==> src/rtl/manchester_rx.sv <==
// Oversampling Manchester receiver: synchronizes the line, locks onto mid-bit
// transitions and assembles LSB-first words with a one-cycle valid pulse.
module manchester_rx #(
    parameter int OVS   = 16,
    parameter int WIDTH = 8
) (
    input  logic             clk,
    input  logic             rst_n,
    input  logic             line_in,
    output logic [WIDTH-1:0] data_out,
    output logic             data_valid,
    output logic             busy,
    output logic             frame_err
);

    // state | meaning
    // HUNT  | line idle, waiting for the rising mid-bit edge of the start bit
    // RUN   | decoding bits; cnt measures time since the last mid-bit edge

    localparam int CNT_MAX = 5 * OVS / 4;
    localparam int WIN_LO  = 3 * OVS / 4;
    localparam int CW      = $clog2(CNT_MAX + 1);
    localparam int BW      = $clog2(WIDTH);

    typedef enum logic {
        HUNT = 1'b0,
        RUN  = 1'b1
    } state_t;

    state_t           state;
    logic             sync1;
    logic             line_s;
    logic             line_d;
    logic [CW-1:0]    cnt;
    logic [BW-1:0]    bit_cnt;
    logic [WIDTH-1:0] shift;
    logic             edge_det;
    logic             rise;
    logic             in_window;
    logic [WIDTH-1:0] shift_next;

    always_ff @(posedge clk or negedge rst_n) begin
        if (!rst_n) begin
            sync1  <= 1'b0;
            line_s <= 1'b0;
            line_d <= 1'b0;
        end else begin
            sync1  <= line_in;
            line_s <= sync1;
            line_d <= line_s;
        end
    end

    assign edge_det   = line_s ^ line_d;
    assign rise       = edge_det & line_s;
    assign in_window  = (cnt >= CW'(WIN_LO));
    // The post-transition level of a mid-bit edge is the decoded bit value.
    assign shift_next = {line_s, shift[WIDTH-1:1]};

    always_ff @(posedge clk or negedge rst_n) begin
        if (!rst_n) begin
            state      <= HUNT;
            cnt        <= '0;
            bit_cnt    <= '0;
            shift      <= '0;
            data_out   <= '0;
            data_valid <= 1'b0;
            busy       <= 1'b0;
            frame_err  <= 1'b0;
        end else begin
            data_valid <= 1'b0;
            frame_err  <= 1'b0;
            case (state)
                HUNT: begin
                    if (rise) begin
                        cnt     <= '0;
                        bit_cnt <= '0;
                        state   <= RUN;
                        busy    <= 1'b1;
                    end
                end
                RUN: begin
                    // An edge at the saturation point still counts as a bit.
                    if (edge_det && in_window) begin
                        shift <= shift_next;
                        cnt   <= '0;
                        if (bit_cnt == BW'(WIDTH - 1)) begin
                            data_out   <= shift_next;
                            data_valid <= 1'b1;
                            bit_cnt    <= '0;
                        end else begin
                            bit_cnt <= bit_cnt + BW'(1);
                        end
                    end else if (cnt == CW'(CNT_MAX)) begin
                        state <= HUNT;
                        busy  <= 1'b0;
                        if (bit_cnt != '0) begin
                            frame_err <= 1'b1;
                        end
                    end else begin
                        cnt <= cnt + CW'(1);
                    end
                end
                default: begin
                    state <= HUNT;
                    busy  <= 1'b0;
                end
            endcase
        end
    end

endmodule

==> config.mk <==
export PLATFORM = sky130hd
export DESIGN_NAME = manchester_rx
export DESIGN_NICKNAME = d
export VERILOG_FILES = /design/src/rtl/manchester_rx.sv
export SDC_FILE = /design/constraint.sdc
export NUM_CORES = 1
export LEC_CHECK = 0
export ABC_AREA = 1
export BUFFER_PORTS_ARGS = -buffer_cell sky130_fd_sc_hd__buf_2
export CORE_MARGIN = 2
export CORE_UTILIZATION = 55
export DETAILED_ROUTE_END_ITERATION = 7
export MAX_ROUTING_LAYER = met4
export PLACE_DENSITY = 0.86
export RECOVER_POWER = 25
export SLEW_MARGIN = 20
export SYNTH_ARGS = -nofsm -noshare
export SYNTH_HDL_FRONTEND = slang
export SYNTH_SLANG_ARGS = --single-unit
==> constraint.sdc <==
create_clock -name clk -period 4 [get_ports clk]
set_clock_uncertainty 0.2 [all_clocks]
set_input_delay 0.6 -clock clk [delete_from_list [all_inputs] [get_ports clk]]
set_output_delay 0.6 -clock clk [all_outputs]
set_load 0.02 [all_outputs]
# After elaboration in Yosys (flattened, before gate mapping)

Index checks and enable logic that the tools add are counted.

Flip-flop bits (word level): 31
Input port bits: 3
Output and inout bits: 11
Word-level logic and storage cells: 54

$add $sub $neg: 2
$lt $le $gt $ge: 1
Equal/unequal tests: 7
Mux-type cells: 23
Bitwise logic cells: 3
Reduce and logical (&&, ||, !) cells: 7

Operator list:

| cell                  | count |
|---|---|
| $mux W5               | 3 |
| $mux W1               | 13 |
| $pmux W5 S2           | 1 |
| $mux W3               | 3 |
| $pmux W3 S2           | 1 |
| $reduce_and A2 Y1     | 3 |
| $reduce_and A3 Y1     | 2 |
| $add A5 B1 Y5 const B | 1 |
| $eq A5 B5 Y1 const B  | 1 |
| $ge A5 B4 Y1 const B  | 1 |
| $ne A2 B1 Y1 const B  | 2 |
| $ne A2 B2 Y1 const B  | 2 |
| $pmux W1 S2           | 2 |
| $add A3 B1 Y3 const B | 1 |
| $eq A3 B3 Y1 const B  | 1 |
| $ne A3 B3 Y1 const B  | 1 |
| $reduce_bool A3 Y1    | 1 |
| $and A1 B1 Y1         | 1 |
| $logic_and A1 B1 Y1   | 1 |
| $not A1 Y1            | 1 |
| $xor A1 B1 Y1         | 1 |

# Logic depth before layout (Yosys ltp)

Depth in word-level cells: 5
Depth in mapped cells: 9
Depth with buffers taken out: 9

# Worst setup path before layout

OpenSTA, ideal clock, no wires.

Path kind: register to register
Start: reg line_s
End: reg data_out[0]
Data arrival time: 1.269 ns
Data required time: 3.682 ns
Slack: 2.413 ns
Cell stages (with the launch flop): 9
Buffers on the path: 1
Period minus slack after synthesis: 1.587 ns
Path through: dfrtp_1 > ha_1 > inv_1 > nand3_4 > inv_4 > nand2_4 > buf_6 > nand2_1 > o21ai_2

Longest elaborated chain between the ends: 3

RTL lines:

| item                        | line | text |
|---|---|---|
| start, declared             | 32   | `logic line_s;` |
| start signal, assigned      | 49   | `line_s <= sync1;` |
| $xor A1 B1 Y1               | 54   | `assign edge_det = line_s ^ line_d;` |
| $logic_and A1 B1 Y1         | 84   | `if (edge_det && in_window) begin` |
| $reduce_and A3 Y1 (no line) | --   |  |
| end signal, assigned        | 88   | `data_out <= shift_next;` |
| end, declared               | 10   | `output logic [WIDTH-1:0] data_out,` |

No other way between the ends.
A chain may end at the register's enable or synchronous reset.

# Worst setup path in the final report

Start: reg line_s
End: reg data_out[7]

Longest elaborated chain between the ends: 3

RTL lines:

| item                        | line |
|---|---|
| $xor A1 B1 Y1               | 54 |
| $logic_and A1 B1 Y1         | 84 |
| $reduce_and A3 Y1 (no line) | -- |

Several ways; a longest one is shown, not always the timed one.

==> results.json <==
{
  "worstSetupPathType": "reg2reg",
  "crit_arrival_ps": 1810,
  "place_area_mm2": 0.00143,
  "routed-wl-met2_um": 1100,
  "grt_antenna_before_repair": 0,
  "path_buf_inv": 3,
  "met3_length_um": 119,
  "ant_nets": 0,
  "fp.dieW_um": 53.6,
  "ys_types": 17,
  "synthTopCellsByCount": "45 x nand2_1, 30 x dfrtp_1, 18 x inv_1, 10 x nand3_1, 10 x o21ai_0",
  "cts_root_buffer": "clkbuf_4",
  "hold_buffers": 0,
  "period_needed_ps": 1740,
  "gp_congestion": 0.829,
  "dieArea_mm2": 0.00287,
  "path_cells": "ha_1 -> inv_1 -> nand3_4 -> inv_4 -> nand2_4 -> inv_1 -> nand2_1 -> nand2_1",
  "clk_path_buf_depth": 2,
  "required_ps": 4070,
  "seq_area_frac_synth_pct": 55.5,
  "top_level_ports": 14,
  "grt_pass1_vias": 916,
  "worst_setup_path_start_kind": "flip-flop",
  "outcome": "finished, violations left",
  "first_pass_iters": 4,
  "synth.avg_cell_area_um2": 9.33,
  "power_density_mw_per_mm2": 578,
  "critPathMaxFanout": 15,
  "cts_setup_buffers": 0,
  "yosys.cell_count.top_type": "nand2_1",
  "synth_area_leaders": "dfrtp_1 56%, nand2_1 12%, ha_1 5.6%",
  "grt_pass1_wl_um": 3840,
  "overflow": 0,
  "ctsResizeCount": 0,
  "clk_latency_ps": 320,
  "grt_max_degree": 31,
  "slowest_delay_ps": 420,
  "hold_path.class": "reg2reg",
  "endpoint_kind": "flip-flop",
  "met1_length_um": 975,
  "drt-wirelength-per-cell_um": 11.7,
  "synth-async-reset-ratio_pct": 100,
  "synth_edf_count": 0,
  "path_clk_slew_ps": 90,
  "num_rows": 17,
  "fin_crit_sh_pct": 43.6,
  "p_leak_nw": 0.826,
  "port_buffers": 13,
  "nNetsFinal": 171,
  "tightest_slew_ps": 1490,
  "cts_sinks": 30,
  "grt_usage_pct": 20.2,
  "finalMaxSlewViolations": 0,
  "cpMaxStageDelayCell": "dfrtp_1",
  "highest_layer": "met4",
  "synth_top_area_share_pct": 55.5,
  "drive_above_1_share_pct": 19.6,
  "finalInstanceArea_mm2": 0.00150,
  "dpl.hpwl_um": 1690,
  "syn_inst": 145,
  "critPathTopFamily": "flip-flops",
  "drc": 0,
  "max_cap_viol_count": 1,
  "syn_area_mm2": 0.00135,
  "viasPerCell": 5.09,
  "peakVddDrop_v": 0.000418,
  "cts_buffers": 5,
  "start_util_pct": 59.4,
  "diodes": 0,
  "ys_seq_elements": 30,
  "violations": "capacitance limit",
  "synth-warning-count": 0,
  "cts_tree": "built",
  "setup_viol": 0,
  "syn_to_final_growth_pct": 11.2,
  "tns_ps": 0,
  "fmax_ghz": 0.574,
  "yosysTopAreaCell": "dfrtp_1",
  "drtIter0Drc": 18,
  "dr_total_vias": 973,
  "hold_violations": 0,
  "core_area_mm2": 0.00228,
  "chipHeight_um": 53.6,
  "syn_nets": 154,
  "synthFlopType": "dfrtp_1",
  "rsz0062_at_grt": "false",
  "reg2reg_slack_ps": 2260,
  "slew_headroom_pct": 0.547,
  "wl_um": 2230,
  "cts_htree_levels": 2
}
[layout by cell type, fill, tap and decap left out]
master     n
a21oi_1    1
buf_2     12
clkbuf_1   1
clkbuf_4   5
clkbuf_8   3
dfrtp_1   30
ha_1       6
inv_1     18
inv_4      1
nand2_1   45
nand2_2    2
nand2_4    2
nand3_1   10
nand3_4    1
nand4_1    2
nor2_1     7
o21ai_0   10
o21ai_2    6
xor2_1     1
[state kept, by name, indices dropped and copies added (netlist names)]
name,count
bit_cnt,3
cnt,5
line_d,1
line_s,1
sync1,1
shift,7
frame_err,1
data_valid,1
state,1
busy,1
data_out,8
[where the power goes]
group	leakage (nW)	switching (W)	internal, W	total, W
clock	0.0446	0.0000973	0.000120	0.000217
sequential	0.393	0.0000548	0.000358	0.000413
combinational	0.388	0.000154	0.0000840	0.000238
[worst paths after layout]
| check | end | from | depth (start not counted) |
|---|---|---|---|
| worst max-delay path | data_out[7]$_DFFE_PN0P_ | line_s$_DFF_PN0_ | 8 |
| worst min-delay path | line_s$_DFF_PN0_ | sync1$_DFF_PN0_ | 0 |
| worst max register to register | data_out[7]$_DFFE_PN0P_ | line_s$_DFF_PN0_ | 8 |
| worst min register to register | line_s$_DFF_PN0_ | sync1$_DFF_PN0_ | 0 |
| max in group asynchronous | busy$_DFFE_PN0P_ | rst_n | 1 |
| min in group asynchronous | shift[4]$_DFFE_PN0P_ | rst_n | 1 |
[through the flow]
stage | worst slack (ps) | instances | power [W] | util, % | hold WS, ps
final | 2260 | 191 | 0.000869 | 66.1 | 148
after global routing | 2020 | 191 | 0.000941 | 66.1 | 161
after CTS | 2260 | 191 | 0.000874 | 66.1 | 109
after detailed placement | 2280 | 183 | 0.000658 | 62.7 | 139
after global placement | 2350 | 183 | 0.000643 | 62.7 | 154
after floorplan | 2410 | 145 | 0.000606 | - | 104
[cell type report]
type	count	area, um^2
Clock buffer	8	78.8
Fill cell	185	772
Inverter	19	73.8
Multi-Input combinational cell	93	502
Sequential cell	30	751
Tap cell	28	35.0
Timing Repair Buffer	13	63.8
[logic make-up (layout without fill, tap and decap cells)]
logic type / after synthesis / count (layout) / synth area share, %
adder cells (fa/ha/maj): 6 / 6 / 5.55
AO/OA/AOI/OAI: 17 / 17 / 7.96
XOR/XNOR: 1 / 1 / 0.648
AND/OR/NAND/NOR: 69 / 69 / 22.9
flip-flops: 30 / 30 / 55.5
buffers and inverters: 22 / 40 / 7.40
[layer usage]
layer / global-route usage, % / vias to the layer above
met5: - / -
met3: 8.33 / 5
li1: - / 489
met4: 7.69 / 0
met1: 23.1 / 456
met2: 31.7 / 23
Note: power is estimated with default switching activity, not from simulation.
